--- config.mk ---
export PLATFORM = sky130hd
export DESIGN_NAME = tile_write_sched
export DESIGN_NICKNAME = d
export VERILOG_FILES = /design/src/rtl/tile_write_sched.sv
export SDC_FILE = /design/constraint.sdc
export NUM_CORES = 1
export LEC_CHECK = 0
export ABC_AREA = 0
export BUFFER_PORTS_ARGS = -buffer_cell sky130_fd_sc_hd__buf_2
export CORE_ASPECT_RATIO = 0.5
export CORE_UTILIZATION = 55
export DETAILED_ROUTE_END_ITERATION = 6
export PLACE_DENSITY = 0.86
export SETUP_SLACK_MARGIN = 0.4
export SYNTH_ARGS = -nofsm -noshare
export SYNTH_HDL_FRONTEND = slang
export SYNTH_SLANG_ARGS = --single-unit
--- constraint.sdc ---
create_clock -name clk -period 2.8 [get_ports clk]
set_input_delay 0.28 -clock clk [delete_from_list [all_inputs] [get_ports clk]]
set_output_delay 0.28 -clock clk [all_outputs]
set_load 0.005 [all_outputs]
--- src/rtl/tile_write_sched.sv ---
// rtl/tile_write_sched.sv - write sequencer for tile map and tile pixel memories
// Optional TILE_SCHED_CLIP_EN: clip out-of-map fill locations instead of wrapping them.
module tile_write_sched #(
    parameter int MAP_W = 80,
    parameter int MAP_H = 60
) (
    input  logic        clk,
    input  logic        rst_n,
    input  logic        cmd_valid,
    output logic        cmd_ready,
    input  logic [1:0]  cmd_op,
    input  logic [6:0]  cmd_x,
    input  logic [5:0]  cmd_y,
    input  logic [6:0]  cmd_w,
    input  logic [5:0]  cmd_h,
    input  logic [5:0]  cmd_adr,
    input  logic [2:0]  cmd_px,
    input  logic [2:0]  cmd_py,
    input  logic [23:0] cmd_data,
    input  logic        r_active,
    output logic [6:0]  tm_write_x,
    output logic [5:0]  tm_write_y,
    output logic [5:0]  tm_v,
    output logic        tm_w,
    output logic [2:0]  t_write_x,
    output logic [2:0]  t_write_y,
    output logic [5:0]  t_write_adr,
    output logic [23:0] t_v,
    output logic        t_w,
    output logic        busy,
    output logic        done
);
    localparam logic [1:0] OP_MAP_WR = 2'd0;
    localparam logic [1:0] OP_MAP_FILL = 2'd2;
    localparam logic [1:0] OP_TILE_FILL = 2'd3;
    localparam logic [7:0] MAP_W8 = 8'(MAP_W);
    localparam logic [6:0] MAP_H7 = 7'(MAP_H);

    typedef enum logic [2:0] {
        S_IDLE,
        S_SINGLE,
        S_MFILL,
        S_TFILL,
        S_DONE
    } state_t;

    state_t      state_q, state_d;
    logic [1:0]  op_q, op_d;
    logic [6:0]  x_q, x_d, w_q, w_d, i_q, i_d;
    logic [5:0]  y_q, y_d, h_q, h_d, j_q, j_d, adr_q, adr_d;
    logic [2:0]  px_q, px_d, py_q, py_d;
    logic [23:0] data_q, data_d;
    logic        ra_q;
    logic        ready_q, ready_d, busy_q, busy_d, done_q, done_d;
    logic [6:0]  tmx_q, tmx_d;
    logic [5:0]  tmy_q, tmy_d, tmv_q, tmv_d, tadr_q, tadr_d;
    logic        tmw_q, tmw_d, tw_q, tw_d;
    logic [2:0]  tx_q, tx_d, ty_q, ty_d;
    logic [23:0] tv_q, tv_d;

    logic        slot;
    logic [7:0]  sx;
    logic [6:0]  sy;
    logic        last_col, last_row;

    always_ff @(posedge clk) begin
        if (!rst_n) begin
            state_q <= S_IDLE;
            op_q    <= '0;
            x_q     <= '0;
            y_q     <= '0;
            w_q     <= '0;
            h_q     <= '0;
            adr_q   <= '0;
            px_q    <= '0;
            py_q    <= '0;
            data_q  <= '0;
            i_q     <= '0;
            j_q     <= '0;
            ra_q    <= 1'b0;
            ready_q <= 1'b0;
            busy_q  <= 1'b0;
            done_q  <= 1'b0;
            tmx_q   <= '0;
            tmy_q   <= '0;
            tmv_q   <= '0;
            tmw_q   <= 1'b0;
            tx_q    <= '0;
            ty_q    <= '0;
            tadr_q  <= '0;
            tv_q    <= '0;
            tw_q    <= 1'b0;
        end else begin
            state_q <= state_d;
            op_q    <= op_d;
            x_q     <= x_d;
            y_q     <= y_d;
            w_q     <= w_d;
            h_q     <= h_d;
            adr_q   <= adr_d;
            px_q    <= px_d;
            py_q    <= py_d;
            data_q  <= data_d;
            i_q     <= i_d;
            j_q     <= j_d;
            ra_q    <= r_active;
            ready_q <= ready_d;
            busy_q  <= busy_d;
            done_q  <= done_d;
            tmx_q   <= tmx_d;
            tmy_q   <= tmy_d;
            tmv_q   <= tmv_d;
            tmw_q   <= tmw_d;
            tx_q    <= tx_d;
            ty_q    <= ty_d;
            tadr_q  <= tadr_d;
            tv_q    <= tv_d;
            tw_q    <= tw_d;
        end
    end

    // ra_q holds r_active from the previous edge; a slot exists only when it was low
    assign slot     = !ra_q;
    assign sx       = {1'b0, x_q} + {1'b0, i_q};
    assign sy       = {1'b0, y_q} + {1'b0, j_q};
    assign last_col = (({1'b0, i_q} + 8'd1) == {1'b0, w_q});
    assign last_row = (({1'b0, j_q} + 7'd1) == {1'b0, h_q});

    always_comb begin
        state_d = state_q;
        op_d    = op_q;
        x_d     = x_q;
        y_d     = y_q;
        w_d     = w_q;
        h_d     = h_q;
        adr_d   = adr_q;
        px_d    = px_q;
        py_d    = py_q;
        data_d  = data_q;
        i_d     = i_q;
        j_d     = j_q;
        ready_d = ready_q;
        busy_d  = busy_q;
        done_d  = 1'b0;
        tmx_d   = tmx_q;
        tmy_d   = tmy_q;
        tmv_d   = tmv_q;
        tmw_d   = 1'b0;
        tx_d    = tx_q;
        ty_d    = ty_q;
        tadr_d  = tadr_q;
        tv_d    = tv_q;
        tw_d    = 1'b0;
        case (state_q)
            S_IDLE: begin
                ready_d = 1'b1;
                if (cmd_valid && ready_q) begin
                    op_d    = cmd_op;
                    x_d     = cmd_x;
                    y_d     = cmd_y;
                    w_d     = cmd_w;
                    h_d     = cmd_h;
                    adr_d   = cmd_adr;
                    px_d    = cmd_px;
                    py_d    = cmd_py;
                    data_d  = cmd_data;
                    i_d     = '0;
                    j_d     = '0;
                    ready_d = 1'b0;
                    busy_d  = 1'b1;
                    if (cmd_op == OP_MAP_FILL) begin
                        state_d = (cmd_w == '0 || cmd_h == '0) ? S_DONE : S_MFILL;
                    end else if (cmd_op == OP_TILE_FILL) begin
                        state_d = S_TFILL;
                    end else begin
                        state_d = S_SINGLE;
                    end
                end
            end
            S_SINGLE: begin
                if (slot) begin
                    if (op_q == OP_MAP_WR) begin
                        tmw_d = 1'b1;
                        tmx_d = x_q;
                        tmy_d = y_q;
                        tmv_d = data_q[5:0];
                    end else begin
                        tw_d   = 1'b1;
                        tx_d   = px_q;
                        ty_d   = py_q;
                        tadr_d = adr_q;
                        tv_d   = data_q;
                    end
                    state_d = S_DONE;
                end
            end
            S_MFILL: begin
                if (slot) begin
`ifdef TILE_SCHED_CLIP_EN
                    if (sx < MAP_W8 && sy < MAP_H7) begin
                        tmw_d = 1'b1;
                        tmx_d = sx[6:0];
                        tmy_d = sy[5:0];
                        tmv_d = data_q[5:0];
                    end
`else
                    tmw_d = 1'b1;
                    tmx_d = 7'(sx % MAP_W8);
                    tmy_d = 6'(sy % MAP_H7);
                    tmv_d = data_q[5:0];
`endif
                    if (last_col) begin
                        i_d = '0;
                        if (last_row) begin
                            state_d = S_DONE;
                        end else begin
                            j_d = j_q + 6'd1;
                        end
                    end else begin
                        i_d = i_q + 7'd1;
                    end
                end
            end
            S_TFILL: begin
                if (slot) begin
                    tw_d   = 1'b1;
                    tx_d   = i_q[2:0];
                    ty_d   = j_q[2:0];
                    tadr_d = adr_q;
                    tv_d   = data_q;
                    if (i_q[2:0] == 3'd7) begin
                        i_d = '0;
                        if (j_q[2:0] == 3'd7) begin
                            state_d = S_DONE;
                        end else begin
                            j_d = j_q + 6'd1;
                        end
                    end else begin
                        i_d = i_q + 7'd1;
                    end
                end
            end
            S_DONE: begin
                done_d  = 1'b1;
                busy_d  = 1'b0;
                ready_d = 1'b1;
                state_d = S_IDLE;
            end
            default: state_d = S_IDLE;
        endcase
    end

    assign cmd_ready   = ready_q;
    assign busy        = busy_q;
    assign done        = done_q;
    assign tm_write_x  = tmx_q;
    assign tm_write_y  = tmy_q;
    assign tm_v        = tmv_q;
    assign tm_w        = tmw_q;
    assign t_write_x   = tx_q;
    assign t_write_y   = ty_q;
    assign t_write_adr = tadr_q;
    assign t_v         = tv_q;
    assign t_w         = tw_q;
endmodule

==> flow_summary.yaml <==
timing:
  slew_headroom_pct: 50.3
  maxSlewViolCount: 0
  maxClockFrequency_ghz: 0.409
  tightest_slew_ns: 0.740
  hold_violations: 0
  rsz0062_at_grt: "true"
  fin_crit_ns: 2.45
  fin_crit_sh_pct: 87.3
  setup_violations: 0
  tns_ns: 0
  skew_ns: 0.0124
layout:
  final_area_sq_mm: 0.00809
  syn2layout_area_growth_pct: 26.5
  finalNonFillerCells: 1102
  fillers: 812
  nets: 1031
  fin_util_pct: 72.6
  drive_above_1_share_pct: 26.4
global_routing:
  grt_most_used_layer: "met2"
  grt_usage_pct: 29.6
  grt_antenna_before_repair: 1
  met2_usage_pct: 47.5
  grt_max_degree: 51
  use_met3_pct: 6.79
  use_met1_pct: 38.9
  grt_pass1_wl_um: 28500
  overflow: 0
  grt_pass1_vias: 5856
clock_network:
  cts_tree: "built"
  cts_sinks: 141
  numCtsBuffers: 17
  cts_buffer_depth: 2
  postCtsHoldBufs: 0
  clk_pin_slew_worst_paths_ns: 0.07
  cts_root_buffer: "clkbuf_16"
  htree_levels: 4
  clock_latency_ns: 0.42
synthesis:
  avgSynthCellArea_sq_um: 7.87
  ys_warn_count: 0
  syn_inst: 813
  async_reset_ff_share_pct: 0
  yosys_most_used_dff: "dfxtp_1"
  synth_edf_count: 0
  post_synth_num_cell_types: 63
  ys_ff_latch: 141
  ys_seq_area_share_pct: 44.1
  synth_nets: 901
  synth_area_sq_mm: 0.00640
setup_path:
  r2r_setup_slack_ns: 0.35
  r2r_start: "j_q[0]"
  crit_start: "j_q[0]"
  worstPathRequired_ns: 3.15
  path_class: "flip-flop to flip-flop"
  reg2reg_depth: 10
  start_kind: "flip-flop"
  crit_path_end_kind: "flip-flop"
  path_max_fanout: 6
  worstPathArrival_ns: 2.80
  r2r-end: "j_q[3]"
pwr:
  power_leakage_nw: 3.26
  p_per_area_mw_per_mm2: 828
  peakVddDrop_mv: 0.479
  power_w: 0.00670
floorplan:
  die_y_um: 78.3
  ios: 128
  coreArea_sq_mm: 0.0111
  die_x_um: 155
  fp-row-count: 27
  initial_utilization_pct: 57.4
  die_area_sq_mm: 0.0121
place:
  post-place-cells: 1051
  placed_area_sq_mm: 0.00713
  io_buffer_count: 127
  gp_congestion: 0.958
  hpwl_um: 11600
route:
  dr.first_iter.drc_count: 691
  first_pass_iters: 6
  drc: 0
  wl_per_cell_um: 17.4
  drt.antenna.violating_nets: 0
  vias: 6640
  via_per_inst: 6.03
  drt_wl_total_um: 19200
worst_hold_path:
  worst_hold_path.endpoint: "ra_q"
  worstHoldPathType: "primary input to flip-flop"
  min_path_cells: 2
  min_from: "r_active"
run_status:
  status: "finished, final reports clean"
job:
  maxCapViolCount: 0
## timing repair
action / 4_1_cts / 5_1_grt
gates cloned: 0 / 2
setup buffers: 3 / 13
pin swaps: 3 / 16
endpoints found under the setup margin: 12 / 21
resized for setup: 19 / 30
## sequential cells by signal, indices dropped and copies added (netlist names), 7 cells and up
register	flops
w_q	7
x_q	7
data_q	24
i_q	7
t_v	24
tm_write_x	7
## layout by cell type (no fill, tap or decap), types with 6 or more instances in the layout
| master | n |
|---|---|
| nor2_1 | 38 |
| a211oi_1 | 10 |
| clkbuf_16 | 17 |
| inv_1 | 8 |
| mux2i_1 | 6 |
| nor3_1 | 9 |
| or4_1 | 6 |
| ha_1 | 10 |
| buf_4 | 31 |
| a21oi_1 | 126 |
| o21ai_0 | 26 |
| dfxtp_1 | 133 |
| buf_2 | 127 |
| nand3_1 | 16 |
| xor2_1 | 9 |
| xnor2_1 | 14 |
| nand2_1 | 228 |
| o211ai_1 | 7 |
## critical path, cell delays in order, from the launching register on
cell and delay, ns:
dfxtp_4 0.38, buf_4 0.13, ha_2 0.25, ha_4 0.22, xnor2_1 0.12, o2111ai_1 0.11
a211oi_2 0.08, a21oi_2 0.32, a21oi_4 0.14, or4_1 0.44, a21oi_1 0.17
## kinds of logic (layout without fill, tap and decap cells)
family / Yosys count / count (layout) / synth area share (%)
xor gates and xnor gates: 29 / 29 / 4.19
DFF: 141 / 141 / 44.1
muxes: 6 / 6 / 0.939
and+or+nand+nor: 337 / 338 / 22.4
AOI/OAI and AO/OA: 219 / 220 / 20.1
buffers and inverters: 61 / 202 / 4.11
adders and majority gates: 20 / 20 / 4.15
other: 0 / 1 / 0
## power by group
part	total (W)	internal (W)	switching, W
combinational	0.00190	0.000680	0.00122
clock	0.00232	0.00135	0.000973
sequential	0.00248	0.00226	0.000220
total	0.00670	0.00429	0.00241
## per-layer routing
layer / vias to the layer above / share of wire [%]
met5: - / 0
met4: 0 / 3.3
met3: 74 / 9.4
met2: 383 / 45
met1: 3122 / 42
li1: 3061 / -
## area by class of cell
type                    count  area [sq um]  area share [%]
well taps                 145           181            2.24
multi-input cells         613          3550            43.9
clock inverters            14           171            2.12
repair buffers            158           868            10.7
flip-flops and latches    141          2840            35.1
diodes                      1          2.50          0.0309
inverters                  12          46.3           0.572
clock buffers              18           429            5.30
## cell usage after synthesis, types with 4 or more instances
cell type	count	share of area, %
a311oi_1	4	0.55
inv_1	11	0.65
dfxtp_1	141	44
nand2_1	229	13
nor3_1	10	0.78
o22ai_1	6	0.59
buf_1	7	0.41
o211ai_1	7	0.82
nand3_1	17	1.3
a211oi_1	11	1.3
or4_1	7	0.82
o21ai_0	27	2.1
nand2b_1	7	0.68
mux2i_1	6	0.94
xor2_1	11	1.5
and3_1	6	0.59
a31o_2	4	0.55
xnor2_1	17	2.3
nor2b_1	5	0.49
a21oi_1	130	10
ha_1	18	3.5
nor2_1	39	2.3
clkbuf_1	32	1.9
buf_2	5	0.39
## through the flow
step	hold slack, ns	worst slack, ns
6_report	0.0806	0.354
5_1_grt	0.0804	0.293
4_1_cts	0.0775	0.379
3_5_place_dp	0.444	0.185
3_3_place_gp	0.436	0.296
2_1_floorplan	0.407	0.400
## how the worst max path moves through the flow
stage                          endpoint
after floorplan           tm_write_x[4]
after global placement    tm_write_y[4]
after detailed placement  tm_write_y[4]
after CTS                 tm_write_y[4]
after global routing      tm_write_y[4]
final                            j_q[3]
No activity file was read; power rests on OpenSTA's default activity.
